--- src/rtl/fft16_pkg.sv ---
// fft16_pkg: shared constants, the sequencer state type and the
// bit-reverse helper for the 16-point FFT frame sequencer.
package fft16_pkg;

  localparam int NPTS   = 16;
  localparam int NSTAGE = 4;
  localparam int AW     = $clog2(NPTS);

  typedef enum logic [2:0] {
    IDLE   = 3'd0,
    LOAD   = 3'd1,
    GO     = 3'd2,
    WAIT   = 3'd3,
    UNLOAD = 3'd4
  } seq_state_t;

  // Mirror an AW-bit index so bit 0 becomes bit AW-1.
  function automatic logic [AW-1:0] bitrev(input logic [AW-1:0] a);
    logic [AW-1:0] r;
    r = '0;
    for (int i = 0; i < AW; i++) begin
      r[i] = a[AW-1-i];
    end
    return r;
  endfunction

endpackage

--- src/rtl/fft16_bitrev_addr.sv ---
// fft16_bitrev_addr: combinational natural-order count to bit-reversed
// address mapping, reusable by any output-reorder logic.
module fft16_bitrev_addr #(
  parameter int AW = 4
) (
  input  logic [AW-1:0] count,
  output logic [AW-1:0] addr
);

  // Pure wiring: output bit gi comes from input bit AW-1-gi.
  for (genvar gi = 0; gi < AW; gi++) begin : g_rev
    assign addr[gi] = count[AW-1-gi];
  end

endmodule

--- src/rtl/fft16_frame_sequencer.sv ---
// fft16_frame_sequencer: loads one 16-sample frame, steps the radix-2
// stages one start pulse at a time, then unloads in bit-reversed order.
// Optional stage watchdog enabled by defining FFT_SEQ_STAGE_TIMEOUT_EN;
// without it err is tied low and WAIT may wait forever.
module fft16_frame_sequencer #(
  parameter int NPTS   = fft16_pkg::NPTS,
  parameter int NSTAGE = fft16_pkg::NSTAGE
`ifdef FFT_SEQ_STAGE_TIMEOUT_EN
  ,
  parameter int TIMEOUT = 64
`endif
) (
  input  logic                      clk,
  input  logic                      rst,
  input  logic                      in_valid,
  output logic                      in_ready,
  output logic                      load_we,
  output logic [$clog2(NPTS)-1:0]   load_addr,
  output logic                      stage_go,
  output logic [$clog2(NSTAGE)-1:0] stage_idx,
  input  logic                      stage_done,
  output logic                      out_valid,
  input  logic                      out_ready,
  output logic [$clog2(NPTS)-1:0]   out_addr,
  output logic                      out_last,
  output logic                      busy,
  output logic                      err
);

  import fft16_pkg::*;

  localparam int ADDR_W = $clog2(NPTS);
  localparam int IDX_W  = $clog2(NSTAGE);
  localparam logic [ADDR_W-1:0] LAST_CNT   = ADDR_W'(NPTS - 1);
  localparam logic [IDX_W-1:0]  LAST_STAGE = IDX_W'(NSTAGE - 1);

  seq_state_t        state_q, state_d;
  logic [ADDR_W-1:0] count_q, count_d;
  logic [IDX_W-1:0]  stage_idx_q, stage_idx_d;
  logic              stage_go_q, stage_go_d;
  logic              out_valid_q, out_valid_d;
  logic [ADDR_W-1:0] out_addr_q, out_addr_d;
  logic              out_last_q, out_last_d;
  logic [ADDR_W-1:0] rev_addr;

`ifdef FFT_SEQ_STAGE_TIMEOUT_EN
  localparam int TMR_W = $clog2(TIMEOUT + 1);
  localparam logic [TMR_W-1:0] LAST_TICK = TMR_W'(TIMEOUT - 1);
  logic [TMR_W-1:0] timer_q, timer_d;
  logic             err_q, err_d;
`endif

  // The registered out_addr must show the address for the count the FSM
  // is moving to, so reverse the next-state count.
  fft16_bitrev_addr #(
    .AW (ADDR_W)
  ) u_bitrev (
    .count (count_d),
    .addr  (rev_addr)
  );

  // Next-state and next-output computation for the frame sequencer.
  always_comb begin
    state_d     = state_q;
    count_d     = count_q;
    stage_idx_d = stage_idx_q;
`ifdef FFT_SEQ_STAGE_TIMEOUT_EN
    timer_d     = timer_q;
    err_d       = err_q;
`endif
    case (state_q)
      IDLE: begin
        // First accept writes address 0 with no bubble.
        if (in_valid) begin
          count_d = ADDR_W'(1);
          state_d = LOAD;
        end
      end
      LOAD: begin
        if (in_valid) begin
          if (count_q == LAST_CNT) begin
            count_d = '0;
            state_d = GO;
          end else begin
            count_d = count_q + ADDR_W'(1);
          end
        end
      end
      GO: begin
        state_d = WAIT;
`ifdef FFT_SEQ_STAGE_TIMEOUT_EN
        timer_d = '0;
`endif
      end
      WAIT: begin
        if (stage_done) begin
          if (stage_idx_q == LAST_STAGE) begin
            stage_idx_d = '0;
            state_d     = UNLOAD;
          end else begin
            stage_idx_d = stage_idx_q + IDX_W'(1);
            state_d     = GO;
          end
        end
`ifdef FFT_SEQ_STAGE_TIMEOUT_EN
        else if (timer_q == LAST_TICK) begin
          // Datapath never answered: flag it and drop the frame.
          err_d       = 1'b1;
          state_d     = IDLE;
          count_d     = '0;
          stage_idx_d = '0;
          timer_d     = '0;
        end else begin
          timer_d = timer_q + TMR_W'(1);
        end
`endif
      end
      UNLOAD: begin
        if (out_valid_q && out_ready) begin
          if (count_q == LAST_CNT) begin
            count_d = '0;
            state_d = IDLE;
          end else begin
            count_d = count_q + ADDR_W'(1);
          end
        end
      end
      default: begin
        state_d     = IDLE;
        count_d     = '0;
        stage_idx_d = '0;
      end
    endcase

    // Outputs are registered against the state being entered so they line
    // up with state_q on the following cycle.
    stage_go_d  = (state_d == GO);
    out_valid_d = (state_d == UNLOAD);
    out_addr_d  = out_valid_d ? rev_addr : '0;
    out_last_d  = out_valid_d && (count_d == LAST_CNT);
  end

  // Single state/output register bank with synchronous reset.
  always_ff @(posedge clk) begin
    if (rst) begin
      state_q     <= IDLE;
      count_q     <= '0;
      stage_idx_q <= '0;
      stage_go_q  <= 1'b0;
      out_valid_q <= 1'b0;
      out_addr_q  <= '0;
      out_last_q  <= 1'b0;
`ifdef FFT_SEQ_STAGE_TIMEOUT_EN
      timer_q     <= '0;
      err_q       <= 1'b0;
`endif
    end else begin
      state_q     <= state_d;
      count_q     <= count_d;
      stage_idx_q <= stage_idx_d;
      stage_go_q  <= stage_go_d;
      out_valid_q <= out_valid_d;
      out_addr_q  <= out_addr_d;
      out_last_q  <= out_last_d;
`ifdef FFT_SEQ_STAGE_TIMEOUT_EN
      timer_q     <= timer_d;
      err_q       <= err_d;
`endif
    end
  end

  // in_ready is held low while reset is asserted so nothing is accepted
  // into a frame that is about to be discarded.
  assign in_ready  = ~rst & ((state_q == IDLE) | (state_q == LOAD));
  assign load_we   = in_valid & in_ready;
  assign load_addr = count_q;
  assign stage_go  = stage_go_q;
  assign stage_idx = stage_idx_q;
  assign out_valid = out_valid_q;
  assign out_addr  = out_addr_q;
  assign out_last  = out_last_q;
  assign busy      = (state_q != IDLE);
`ifdef FFT_SEQ_STAGE_TIMEOUT_EN
  assign err       = err_q;
`else
  assign err       = 1'b0;
`endif

endmodule

--- config.mk ---
export PLATFORM = sky130hd
export DESIGN_NAME = fft16_frame_sequencer
export DESIGN_NICKNAME = d
export VERILOG_FILES = /design/src/rtl/fft16_pkg.sv /design/src/rtl/fft16_bitrev_addr.sv /design/src/rtl/fft16_frame_sequencer.sv
export SDC_FILE = /design/constraint.sdc
export NUM_CORES = 1
export LEC_CHECK = 0
export BUFFER_PORTS_ARGS = -buffer_cell sky130_fd_sc_hd__buf_2
export CELL_PAD_IN_SITES_DETAIL_PLACEMENT = 2
export CELL_PAD_IN_SITES_GLOBAL_PLACEMENT = 2
export CORE_MARGIN = 8
export CORE_UTILIZATION = 25
export CTS_BUF_LIST = sky130_fd_sc_hd__clkbuf_16
export DETAILED_ROUTE_END_ITERATION = 7
export GPL_TIMING_DRIVEN = 0
export PLACE_DENSITY_LB_ADDON = 0.2
export SLEW_MARGIN = 20
export SYNTH_ARGS = -nofsm -noshare
export SYNTH_HDL_FRONTEND = slang
export SYNTH_HIERARCHICAL = 1
export SYNTH_SLANG_ARGS = --single-unit
export TNS_END_PERCENT = 1
--- constraint.sdc ---
create_clock -name clk -period 3.6 [get_ports clk]
set_input_delay 0.18 -clock clk [delete_from_list [all_inputs] [get_ports clk]]
set_output_delay 0.18 -clock clk [all_outputs]
set_load 0.005 [all_outputs]
### After elaboration in Yosys (flattened, before gate mapping)

Index checks and enable logic that the tools add are counted.

| operators by class | value |
|---|---|
| bitwise gates (word level) | 6 |
| muxes and demuxes | 16 |
| reductions and logical operators | 8 |
| equal/unequal tests | 10 |
| $add $sub $neg | 2 |

Operators with widths:

| kind | count |
|---|---|
| two-way mux 3 bit | 7 |
| two-way mux 4 bit | 4 |
| case mux 4 bit (4 select lines) | 1 |
| case mux 3 bit (5 select lines) | 1 |
| equality test 3 x 2 -> 1 bit, second input constant | 3 |
| equality test 4 bit, second input constant | 2 |
| equality test 3 bit, second input constant | 2 |
| adder 4 x 1 -> 4 bit, second input constant | 1 |
| two-way mux 2 bit | 2 |
| case mux 2 bit (2 select lines) | 1 |
| OR reduction 2 bit | 2 |
| OR reduction 4 bit | 1 |
| equality test 3 x 1 -> 1 bit, second input constant | 1 |
| zero test 3 bit | 1 |
| NOT 1 bit | 3 |
| nonzero test 3 bit | 1 |
| adder 2 x 1 -> 2 bit, second input constant | 1 |
| bitwise AND 1 bit | 2 |
| equality test 2 bit, second input constant | 1 |
| logical AND 1 bit | 2 |
| inequality test 2 bit, second input constant | 1 |
| AND reduction 2 bit | 1 |
| bitwise OR 1 bit | 1 |

| storage, ports and cells | value |
|---|---|
| register bits | 16 |
| logic and storage cells | 49 |
| input port bits | 5 |
| output and inout port bits | 17 |

### Longest topological paths before layout

| depth | value |
|---|---|
| depth in word-level cells | 7 |
| depth in mapped cells | 8 |
| depth with buffers taken out | 7 |

### Hierarchy

Netlist, hierarchy kept.

Modules (own cells, without submodules):

| module | cells an instance | instances | area an instance (um2) | seq. area each (um2) |
|---|---|---|---|---|
| fft16_frame_sequencer | 94 | 1 | 919.6 | 320.3 |
| fft16_bitrev_addr | 4 | 1 | 30.0 | 0.0 |

### Worst setup path after synthesis

No wires, ideal clock.

| path | value |
|---|---|
| kind | register to register |
| start point | reg count_q[0] (netlist: load_addr[0]) |
| end point | reg out_addr_q[3] (netlist: out_addr[3]) |
| setup slack | 1896 ps |
| required time | 3485 ps |
| arrival | 1589 ps |
| buffers on the path | 1 |
| stages on the path, launching flop included | 8 |
| setup time | 115 ps |
| path through | dfxtp_1 > ha_1 > and3_1 > a2111oi_2 > a311oi_2 > inv_1 > buf_4 > and2_1 |

RTL lines:

| element | line | RTL |
|---|---|---|
| from (decl) | fft16_frame_sequencer.sv:38 | `logic [ADDR_W-1:0] count_q, count_d;` |
| from (signal assigned) | fft16_frame_sequencer.sv:159 | `count_q <= count_d;` |
| adder 4 x 1 -> 4 bit / equality test 4 bit (equally long branches) | - |  |
| two-way mux 4 bit | fft16_frame_sequencer.sv:81, fft16_frame_sequencer.sv:120 |  |
| two-way mux 4 bit, on equally long branches | fft16_frame_sequencer.sv:119, fft16_frame_sequencer.sv:80 |  |
| case mux 4 bit (4 select lines) * | fft16_frame_sequencer.sv:71 | `case (state_q)` |
| via count_d[0] | fft16_frame_sequencer.sv:38 |  |
| to (signal assigned) | fft16_frame_sequencer.sv:163 | `out_addr_q <= out_addr_d;` |
| to (decl) | fft16_frame_sequencer.sv:42 | `logic [ADDR_W-1:0] out_addr_q, out_addr_d;` |

The timed path passes the listed nets; every way through them passes the cells marked *.
A chain may end at the register's enable or synchronous reset.

### Worst setup path in the final report

Same ends and word-level chain as after synthesis.

==> impl.org <==
** Timing
- Setup repair after global routing left no endpoint under its margin.
- Max-slew violation total from the final report :: 0
- Static timing analysis puts the maximum clock frequency at 496 MHz.
- After routing, the total negative slack on setup checks comes to 0 ns.
- PnR worst setup slack :: 1.58 ns
- The clock arrives with 0.00259 ns of skew.
- Of the available clock period, the critical path in the final layout requires 56.0%.
- Total count of hold-check failures in the final report :: 0
- Final setup violation count :: 0
- Final worst path period need :: 2.02 ns

** Die
- The initial utilization of the core area, before any placement, comes to 25.9%.
- Vertical die dimension :: 77.6 µm
- Count of boundary I/O pins :: 22
- Die footprint :: 6030 µm²
- Chip width :: 77.6 µm
- Row generation in the floorplan step produced 22 rows.
- Total core area :: 3660 µm²

** Placement
- HPWL after detailed placement :: 2.04 mm
- Pre-CTS setup slack :: ~1.6 ns
- Routability Congestion :: 0.714
- Count of port buffers added during placement :: 20
- DP Area :: 1110 µm²

** Power and ir drop
- Maximum resistive drop on vdd :: 0.131 mV
- The analysis attributes to cell leakage a power of 0.537 nW.
- Dividing total power by cell area gives a power density of 372 nW/µm².

** Yosys
- Mapped Cells :: a little under 100
- Mapped Nets :: between 100 and 150
- Count of flip-flops with a built-in enable after synthesis :: 0
- The netlist uses between 40 and 50 different library cells.
- Synthesized area divided by synthesized cell count :: 9.69 µm²
- The Yosys step of the flow raised 6 warnings.
- Share of synthesized area occupied by flip-flops and latches :: roughly a third
- For this run, the leading register cell type out of synthesis is dfxtp_1.
- Flop and latch count out of synthesis :: 16
- The synthesized netlist occupies a cell area of between 900 and 1000 µm².
- Async set or reset register ratio after synthesis :: 0%

** Critical path
- For the worst setup path, the data required time is 3.74 ns.
- The worst register-to-register path has a setup slack of between 1.5 and 2 ns.
- End of the worst register-to-register path :: out_addr[3]
- The worst register-to-register path has a depth of 7.
- CP max FO :: 7
- STA classifies the critical path startpoint as a register.
- The startpoint identified for the worst register-to-register timing path is load_addr[0].
- The critical path is of the register to register type.
- The worst setup path is captured at a register.
- Worst endpoint data arrival time :: around 2.2 ns

** Clock tree
- The clock drives 16 sinks.
- Counting the buffers created by CTS gives 3.
- Hold_buf cts :: 0
- Post-cts repair resize count :: 0
- CTS tree :: built
- Counting along the longest clock path gives a buffer depth of 2.
- Clock-pin slew was measured on the worst setup and hold paths at 0.05 ns.
- Clock latency on the worst-skew pair, taken at its later pin, is 0.25 ns.
- Root Buffer Master :: clkbuf_16
- Post-CTS Setup Inserts :: 0
- Max H-tree Level :: 1

** Route
- Post-route antenna net violation count :: 0
- After detailed routing, the number of vias per cell comes to ~4.7.
- For this run, design rule violations remaining after detail routing come to 0.
- Routed WL per cell :: 15.2 µm
- Detailed-route wire length :: approximately 2.6 mm
- Drt first pass iters :: 4
- The routed layout has 794 vias.
- Violation count after the first detailed-route iteration :: 32

** Min path
- Hold path depth :: 2
- Min-Delay Startpoint :: rst
- The path class of the tightest hold or removal check is primary input to register.
- Hold-critical path endpoint :: stage_idx[0]

** Global route
- After global routing the overflow that remains totals 0.
- Via count of the first global-routing pass :: 912
- First-pass GRT wire length :: ~4.3 mm
- The initial antenna violation count is 0.
- Maximum number of pins on one net before global-route repair :: 11
- Across every metal layer, demand over resource in global routing totals between 8 and 9%.

** Run
- Max-cap violations in this run came to 0.

** Layout
- Area growth from synthesis to layout :: 25.2%
- Diodes inserted :: 0
- At the end of the flow the core is filled with cells to around 32%.
- Fraction of layout cells with a size suffix above 1 :: between 30 and 40%
- Post-layout nets :: 130
- Once layout is done, the placed cells without fillers occupy 1190 µm².

** Outcome
- The run finished with clean final reports.
-- logic make-up (layout without fill, tap and decap cells) --
group | after synthesis | in the layout | share of synthesized area (%)
AO/OA/AOI/OAI | 21 | 21 | 20.8
AND/OR/NAND/NOR | 43 | 43 | 29.3
adder cells (fa/ha/maj) | 2 | 2 | 2.63
multiplexers | 2 | 2 | 2.11
XOR/XNOR | 1 | 1 | 0.922
flip-flops | 16 | 16 | 33.7
buffers and inverters | 12 | 36 | 10.1
other | 1 | 1 | 0.395
-- state kept, by name, summed over array words and instances (netlist names) --
name	flops
state_q	3
load_addr	4
stage_idx	2
out_addr	4
out_last	1
out_valid	1
stage_go	1
-- area by class of cell --
class | instances | area [µm²]
Tap cell | 48 | 60.1
Buffer | 9 | 85.1
Clock inverter | 1 | 3.75
Clock buffer | 3 | 75.1
Timing Repair Buffer | 20 | 100
Inverter | 3 | 11.3
Fill cell | 419 | 2470
Sequential cell | 16 | 320
Multi-Input combinational cell | 70 | 533
-- cell usage in the layout (no fill, tap or decap), types with 2 or more instances in the layout --
cell type	n
a2111oi_2	2
a21oi_1	4
a22oi_1	3
a31oi_1	2
and2_1	6
and2b_1	2
buf_2	20
buf_4	5
buf_6	3
clkbuf_16	3
dfxtp_1	16
ha_1	2
inv_1	3
mux2i_1	2
nand2_1	7
nand2b_1	3
nand3_1	3
nor2_1	8
-- report_power, final --
part	internal, mW	leakage [nW]	switching [mW]
logic	0.0197	0.369	0.0199
clock network	0.147	0.0385	0.0721
registers	0.179	0.130	0.00410
-- metrics by stage --
stage                     hold slack, ns  std cells  power [mW]
final                              0.209        170       0.443
after global routing               0.228        170       0.462
after CTS                          0.209        170       0.452
after detailed placement           0.470        166       0.227
after global placement             0.465        166       0.226
after floorplan                    0.252         98       0.212
-- synth_stat cells, drive strengths merged, types with 2 or more instances --
master    n  area [µm²]
dfxtp    16         320
buf       8        71.3
nor2      8        30.0
and2      7        45.1
nand2     7        26.3
a21oi     5        36.3
a22oi     3        22.5
and2b     3        23.8
inv       3        11.3
nand2b    3        18.8
nand3     3        15.0
a2111oi   2        30.0
a21o      2        22.5
a31oi     2        12.5
and3      2        17.5
ha        2        25.0
mux2i     2        20.0
nand4b    2        32.5
nor2b     2        20.0
-- per-layer routing --
metal | vias up | track usage (%) | share of wire (%)
met2 | 13 | 16.0 | 53
li1 | 388 | - | -
met5 | - | 0 | 0
met1 | 391 | 9.35 | 43
met3 | 2 | 2.42 | 4.0
met4 | 0 | 2.83 | 0.46
-- critical path, cell delays in order, from the launching register on --
cell,delay [ns]
dfxtp_1,0.51
ha_1,0.30
and3_1,0.29
a2111oi_2,0.09
a311oi_2,0.38
inv_1,0.09
buf_4,0.14
and2_1,0.12
-- worst max-delay path by stage --
stage                  end  depth (start not counted)  slack, ns    startpoint
6_report       out_addr[3]                          7       1.58  load_addr[0]
5_1_grt        out_addr[3]                          7       1.45  load_addr[0]
4_1_cts        out_addr[3]                          7       1.54  load_addr[0]
3_5_place_dp   out_addr[3]                          7       1.60  load_addr[0]
3_3_place_gp   out_addr[3]                          7       1.59  load_addr[0]
2_1_floorplan  out_addr[3]                          7       1.90  load_addr[0]
Note: power is estimated with default switching activity, not from simulation.
